File: config.mk
export PLATFORM = sky130hd
export DESIGN_NAME = reg_file_swap
export DESIGN_NICKNAME = d
export VERILOG_FILES = /design/src/rtl/reg_file_swap.sv
export SDC_FILE = /design/constraint.sdc
export NUM_CORES = 2
export LEC_CHECK = 0
export BUFFER_PORTS_ARGS = -buffer_cell sky130_fd_sc_hd__buf_4
export CAP_MARGIN = 25
export CORE_ASPECT_RATIO = 0.5
export CORE_MARGIN = 8
export CORE_UTILIZATION = 55
export DETAILED_ROUTE_END_ITERATION = 12
export HOLD_SLACK_MARGIN = 0.02
export PLACE_DENSITY = 0.82
export RECOVER_POWER = 100
export SYNTH_ARGS = -nofsm -noshare
export SYNTH_HDL_FRONTEND = slang
export SYNTH_SLANG_ARGS = --single-unit
File: constraint.sdc
create_clock -name clk -period 3.4 [get_ports clk]
set_clock_uncertainty 0.05 [all_clocks]
set_input_delay 0.34 -clock clk [delete_from_list [all_inputs] [get_ports clk]]
set_output_delay 0.34 -clock clk [all_outputs]
set_load 0.005 [all_outputs]
File: src/rtl/reg_file_swap.sv
// Two-read / one-write register file with a built-in swap engine that exchanges
// two registers over a fixed LOAD / WR_A / WR_B / DONE sequence.
module reg_file_swap #(
    parameter int DATA_W   = 32,
    parameter int ADDR_W   = 5,
    parameter bit ZERO_REG = 1'b1,
    parameter bit BYPASS   = 1'b1
) (
    input  logic              clk,
    input  logic              rst,
    input  logic [ADDR_W-1:0] A1,
    input  logic [ADDR_W-1:0] A2,
    output logic [DATA_W-1:0] RD1,
    output logic [DATA_W-1:0] RD2,
    input  logic [ADDR_W-1:0] A3,
    input  logic [DATA_W-1:0] WD3,
    input  logic              WE,
    input  logic              swap_start,
    input  logic [ADDR_W-1:0] swap_a,
    input  logic [ADDR_W-1:0] swap_b,
    output logic              swap_busy,
    output logic              swap_done,
    output logic              wr_blocked
);

    localparam int DEPTH = 1 << ADDR_W;

    typedef enum logic [2:0] {
        S_IDLE,
        S_LOAD,
        S_WR_A,
        S_WR_B,
        S_DONE
    } state_t;

    state_t              state_reg;
    state_t              state_next;
    logic [DATA_W-1:0]   tmp_reg;
    logic [ADDR_W-1:0]   swap_a_reg;
    logic [ADDR_W-1:0]   swap_b_reg;

    logic [DATA_W-1:0]   regs [DEPTH];
    logic [DEPTH-1:0]    reg_we;

    logic                wr_en;
    logic                wr_commit;
    logic [ADDR_W-1:0]   wr_addr;
    logic [DATA_W-1:0]   wr_data;

    logic [ADDR_W-1:0]   rd_addr [2];
    logic [DATA_W-1:0]   rd_data [2];
    logic                ext_wr_live;

    // The array has a single write port shared by the datapath (IDLE only)
    // and the two swap write phases.
    always_comb begin
        wr_en   = 1'b0;
        wr_addr = A3;
        wr_data = WD3;
        case (state_reg)
            S_IDLE: wr_en = WE;
            S_WR_A: begin
                wr_en   = 1'b1;
                wr_addr = swap_a_reg;
                wr_data = regs[swap_b_reg];
            end
            S_WR_B: begin
                wr_en   = 1'b1;
                wr_addr = swap_b_reg;
                wr_data = tmp_reg;
            end
            default: wr_en = 1'b0;
        endcase
    end

    assign wr_commit = wr_en && !(ZERO_REG && (wr_addr == '0));

    generate
        for (genvar gi = 0; gi < DEPTH; gi++) begin : g_we
            assign reg_we[gi] = wr_commit && (wr_addr == ADDR_W'(gi));
        end
    endgenerate

    always_ff @(posedge clk or negedge rst) begin
        if (!rst) begin
            for (int i = 0; i < DEPTH; i++) begin
                regs[i] <= '0;
            end
        end else begin
            for (int i = 0; i < DEPTH; i++) begin
                if (reg_we[i]) begin
                    regs[i] <= wr_data;
                end
            end
        end
    end

    // Forwarding only applies to external writes that will actually commit.
    assign ext_wr_live = BYPASS && WE && (state_reg == S_IDLE)
                         && !(ZERO_REG && (A3 == '0));

    assign rd_addr[0] = A1;
    assign rd_addr[1] = A2;

    generate
        for (genvar gi = 0; gi < 2; gi++) begin : g_rd
            always_comb begin
                rd_data[gi] = regs[rd_addr[gi]];
                if (ZERO_REG && (rd_addr[gi] == '0)) begin
                    rd_data[gi] = '0;
                end else if (ext_wr_live && (A3 == rd_addr[gi])) begin
                    rd_data[gi] = WD3;
                end
            end
        end
    endgenerate

    assign RD1 = rd_data[0];
    assign RD2 = rd_data[1];

    always_ff @(posedge clk or negedge rst) begin
        if (!rst) begin
            state_reg  <= S_IDLE;
            tmp_reg    <= '0;
            swap_a_reg <= '0;
            swap_b_reg <= '0;
        end else begin
            state_reg <= state_next;
            if ((state_reg == S_IDLE) && swap_start) begin
                swap_a_reg <= swap_a;
                swap_b_reg <= swap_b;
            end
            if (state_reg == S_LOAD) begin
                tmp_reg <= regs[swap_a_reg];
            end
        end
    end

    always_comb begin
        state_next = state_reg;
        case (state_reg)
            S_IDLE:  if (swap_start) state_next = S_LOAD;
            S_LOAD:  state_next = S_WR_A;
            S_WR_A:  state_next = S_WR_B;
            S_WR_B:  state_next = S_DONE;
            S_DONE:  state_next = S_IDLE;
            default: state_next = S_IDLE;
        endcase
    end

    always_comb begin
        swap_busy  = (state_reg != S_IDLE);
        swap_done  = (state_reg == S_DONE);
        wr_blocked = WE && (state_reg != S_IDLE);
    end

endmodule
* After elaboration in Yosys (flattened, before gate mapping)
Index checks and enable logic that the tools add are counted. Widths: inputs -> output; s select.
Word-level totals: register bits 1069, bits in latches 0, memory bits (writable) 0, bits in read-only memories 0, bits of input ports 61, word-level logic and storage cells 151, memories kept 0
Cells by class: add/sub/neg operators 0, multipliers 0, divide/modulo/power cells 0, $lt $le $gt $ge 4, equality and inequality tests 38, shifts and indexed selects 0, muxes and demuxes 21, bitwise gates (word level) 4, reduce and logical (&&, ||, !) cells 48
Operator list (count):
- $bmux 32 s5 | 4
- $mux 32 | 12
- $eq 5x5->1 const B | 16
- $pmux 32 s2 | 1
- $eq 5x4->1 const B | 8
- $logic_and 1x1->1 | 39
- $ge 6x6->1 const B | 4
- $not 5->6 | 4
- $eq 5x3->1 const B | 4
- $logic_not 5->1 | 4
- $pmux 3 s4 | 1
- $eq 5x2->1 const B | 2
- $eq 5x5->1 | 2
- $pmux 5 s2 | 1
- $eq 3x2->1 const B | 2
- $eq 5x1->1 const B | 1
- $eq 3x1->1 const B | 1
- $eq 3x3->1 const B | 1
- $logic_not 3->1 | 1
- $mux 3 | 1
- $reduce_bool 3->1 | 1
- $logic_not 1->1 | 2
- $ne 2x2->1 const B | 1
- $pmux 1 s2 | 1
- $reduce_or 2->1 | 1

* Longest topological paths before layout
depth after elaboration 6, mapped depth 12, depth with buffers taken out 6

* Least setup slack after synthesis
Ideal clock, no wire load.
kind input port to output port, start point in A1[0], end point out RD1[12], arrival time 2.498 ns, data required time 3.010 ns, path slack 0.512 ns, stages 7, path buffers 3, cell sequence buf_2 > buf_2 > buf_1 > mux4_2 > mux4_2 > a22oi_1 > o21ai_0
Between the ends: word-level cells in the longest chain between the ends 6, elaborated cells on any way between the ends 9, classes of those cells eq/ne: 1; mux: 5; bitwise: 1; reduce/logical: 2
Ends and longest elaborated chain:
- start: declaration | RTL line 11 | input logic [ADDR_W-1:0] A1,
- $not 5->6 (not written as such) | RTL line 108 | rd_data[gi] = regs[rd_addr[gi]];
- $bmux 32 s5 | RTL line 108
- $mux 32 (not written as such) (2 in series) | RTL line 108
- $mux 32 | RTL line 111 | end else if (ext_wr_live && (A3 == rd_addr[gi])) begin
- $mux 32 * | RTL line 109 | if (ZERO_REG && (rd_addr[gi] == '0)) begin
- end: declaration | RTL line 13 | output logic [DATA_W-1:0] RD1,
Every way passes the cells marked *; elsewhere a longest branch is shown, timed or not. The select of a mux whose other input is x is not followed.

* Worst setup path after layout
start point reg state_reg[1], end point out RD1[16]
Between the ends: word-level cells in the longest chain between the ends 6
Ends and longest elaborated chain:
- start: declaration | RTL line 36 | state_t state_reg;
- start signal: assignment | RTL line 128 | state_reg <= state_next;
- $logic_not 3->1 | RTL line 99 | assign ext_wr_live = BYPASS && WE && (state_reg == S_IDLE)
- $logic_and 1x1->1 | RTL line 99
- $logic_and 1x1->1 | RTL line 100 | && !(ZERO_REG && (A3 == '0));
- $logic_and 1x1->1 | RTL line 111
- $mux 32 | RTL line 111
- $mux 32 | RTL line 109
No other way between the ends.

==> metrics.yaml <==
grt_max_degree: 112
via_to_cell_ratio: 8.15
yosysUniqueCellTypes: 55
min_period_over_period_pct: 100
endpoint_kind: "output pin"
clk_pin_slew_worst_paths_ns: 0.07
worst-endpoint-required_ns: 3.01
reg2reg_slack_ns: 0.06
grt_pass1_wl_um: 410000
class_of_the_tightest_hold_or_removal_check: "input pin to flip-flop"
tritoncts_num_sinks: 1069
numCtsBuffers: 104
finalSetupTns_ns: -0.0161
synth_async_sr_flop_share_pct: 100
status: "finished, violations left"
detail_route.drc_violations: 0
synth_top_cell_area_share_pct: 36.3
timing_hold_violations_final: 0
crit_path_class: "flip-flop to output pin"
worst-slew-pin-transition_ns: 2.38
post_synthesis_instance_total: 5352
floorplan.die.width_um: 534
route.vias.total: 58900
first_global_vias: 59700
tritoncts: "done"
largest_fanout_on_the_critical_path: 8
worst_slew_margin_rel_pct: -58.6
average_instance_area_after_synthesis_sq_um: 13.8
drt_pass1_iterations: 10
overall_routing_resource_usage_pct: 37.9
violated_checks: "capacitance limit, slew limit, setup timing"
grt_antenna_before_repair: 10
clk_path_buf_depth: 3
chipHeight_um: 275
crit_arrival_ns: 3.02
core.rowCount: 95
io_buf_count: 127
ir_drop_mv: 0.720
seq_area_frac_synth_pct: 36.3
max_freq_ghz: 0.293
power_density_cells_mw_per_mm2: 1020
most_frequently_used_cell_type_in_the_post_synthesis_netlist: "sky130_fd_sc_hd__dfrtp_1"
final_net_count: 5397
fin_max_slew_vios: 52
ys_top_cells_by_area: "sky130_fd_sc_hd__dfrtp_1, sky130_fd_sc_hd__mux4_2, sky130_fd_sc_hd__mux2_2"
dp_hpwl_um: 168000
final_cell_area_sq_mm: 0.0830
grtUsageMet3_pct: 18.0
detail_route.wirelength_um: 282000
grt_setup_unrepaired: "true"
drive_above_1_share_pct: 49.9
wire_per_inst_um: 39.1
floorplan.initialDensity_pct: 55.2
edff_count_synth: 0
ys_seq_elements: 1069
worst_skew_pair.late_latency_ns: 0.75
die_area_sq_mm: 0.147
final-instance-count-excl-fill: 7225
numPlacedInstances: 6999
grtUsageMet2_pct: 53.3
ys_top_cells_by_count: "sky130_fd_sc_hd__dfrtp_1, sky130_fd_sc_hd__mux2_2, sky130_fd_sc_hd__mux4_2"
placed_cell_area_sq_mm: 0.0790
layout-area-overhead-vs-synth_pct: 12.6
clock_tree.root_cell: "sky130_fd_sc_hd__clkbuf_16"
largest_register_ff_count: 1024
setup_viol_count_final: 2
drt_iter0_markers: 10200
drv_cap: 1
clock_tree.htree_level_count: 3
mappedNetlistArea_sq_mm: 0.0738
met1_usage_pct: 45.1
placeableCoreArea_sq_mm: 0.134
syn-num-nets: 5413
timing.final.ws_setup_ns: -0.0148
grt-busiest-layer: "met2"
worstSetupStartpointType: "flip-flop"
grt-ovfl-total: 0
final.min_clock_period_ns: 3.41
synth_top_cell_by_area: "sky130_fd_sc_hd__dfrtp_1"
drtAntennaViolNets: 0
gp_routability_congestion: 0.980
synthesis.yosys.warnings: 0
totalPowerFinal_mw: 84.7
floorplan.io_pins: 128
yosys_most_used_dff: "sky130_fd_sc_hd__dfrtp_1"
leakagePower_nw: 34.7
[worst max-delay path, cell delays in order (launching register included)]
cell and delay [ns]:
sky130_fd_sc_hd__dfrtp_2 0.45, sky130_fd_sc_hd__nor3_4 0.21, sky130_fd_sc_hd__buf_4 0.15, sky130_fd_sc_hd__o311a_1 0.18, sky130_fd_sc_hd__and4_4 0.32, sky130_fd_sc_hd__or3_4 0.18
sky130_fd_sc_hd__buf_12 0.19, sky130_fd_sc_hd__a21oi_1 0.06, sky130_fd_sc_hd__a221o_1 0.36, sky130_fd_sc_hd__buf_4 0.18
[layout make-up]
type                    instances  area (sq um)
fillers                      9362         50700
multi-input cells            3620         44500
flip-flops and latches       1069         26800
repair buffers                525          5630
clock buffers                 138          3010
well taps                    1794          2240
clock inverters                53           749
inverters                      16          63.8
diodes                         10          25.0
[routing by layer]
metal / vias to the layer above / share of wire [%]
li1: 21300 / -
met1: 29500 / 32
met2: 6192 / 41
met3: 1803 / 17
met4: 6 / 9.5
met5: - / 0.015
[cell usage in the layout, fill, tap and decap left out, types with 25 or more instances in the layout]
master,synthesis,final
sky130_fd_sc_hd__nor2b_1,32,27
sky130_fd_sc_hd__buf_12,0,128
sky130_fd_sc_hd__nor2_1,140,136
sky130_fd_sc_hd__a22o_1,55,55
sky130_fd_sc_hd__dfrtp_1,1069,1057
sky130_fd_sc_hd__clkbuf_16,0,109
sky130_fd_sc_hd__mux2i_1,460,460
sky130_fd_sc_hd__mux4_2,949,949
sky130_fd_sc_hd__a211oi_1,26,25
sky130_fd_sc_hd__a22oi_1,57,55
sky130_fd_sc_hd__buf_4,22,365
sky130_fd_sc_hd__o221ai_1,29,28
sky130_fd_sc_hd__o21ai_0,108,103
sky130_fd_sc_hd__nand2_1,287,285
sky130_fd_sc_hd__o22ai_1,26,26
sky130_fd_sc_hd__a21oi_1,158,157
sky130_fd_sc_hd__a221oi_1,108,107
sky130_fd_sc_hd__nand3_1,37,30
sky130_fd_sc_hd__mux2_2,982,982
[report_power, final]
group          internal, mW  switching [mW]
Combinational          23.3            22.5
Sequential             18.3            7.57
Clock                  7.52            5.50
[final timing paths]
check / start / to / depth (start not counted)
max: state_reg[1] / RD1[16] / 9
min: WD3[0] / regs[352] / 5
max reg2reg: state_reg[0] / regs[47] / 10
min reg2reg: regs[1014] / regs[1014] / 0
max in group asynchronous: rst / tmp_reg[17] / 3
min in group asynchronous: rst / regs[34] / 2
[kinds of logic (layout without fill, tap and decap cells)]
| group | after synthesis | after routing | synth area share (%) |
|---|---|---|---|
| buffers and inverters | 663 | 732 | 3.85 |
| multiplexers | 2395 | 2395 | 50.3 |
| flip-flops | 1069 | 1069 | 36.3 |
| other | 0 | 10 | 0 |
| AND/OR/NAND/NOR | 574 | 574 | 3.50 |
| AO/OA/AOI/OAI | 641 | 641 | 6.00 |
| XOR/XNOR | 10 | 10 | 0.119 |
[through the flow]
step	worst slack [ns]	hold WS (ns)	util, %
6_report	-0.0148	0.251	62.1
5_1_grt	-0.0240	0.277	62.1
4_1_cts	-0.0591	0.138	62.0
3_5_place_dp	0.158	0.325	59.1
3_3_place_gp	0.238	0.341	59.0
2_1_floorplan	0.512	-0.00559	-
[what timing repair did]
action                                 CTS  global route
gates resized for setup                 18            14
setup endpoints to repair               35            31
hold buffers                            12             0
endpoints found under the hold margin   52             0
pin swaps                                0             3
setup buffers                            2            10
(Power assumes the default switching activity.)
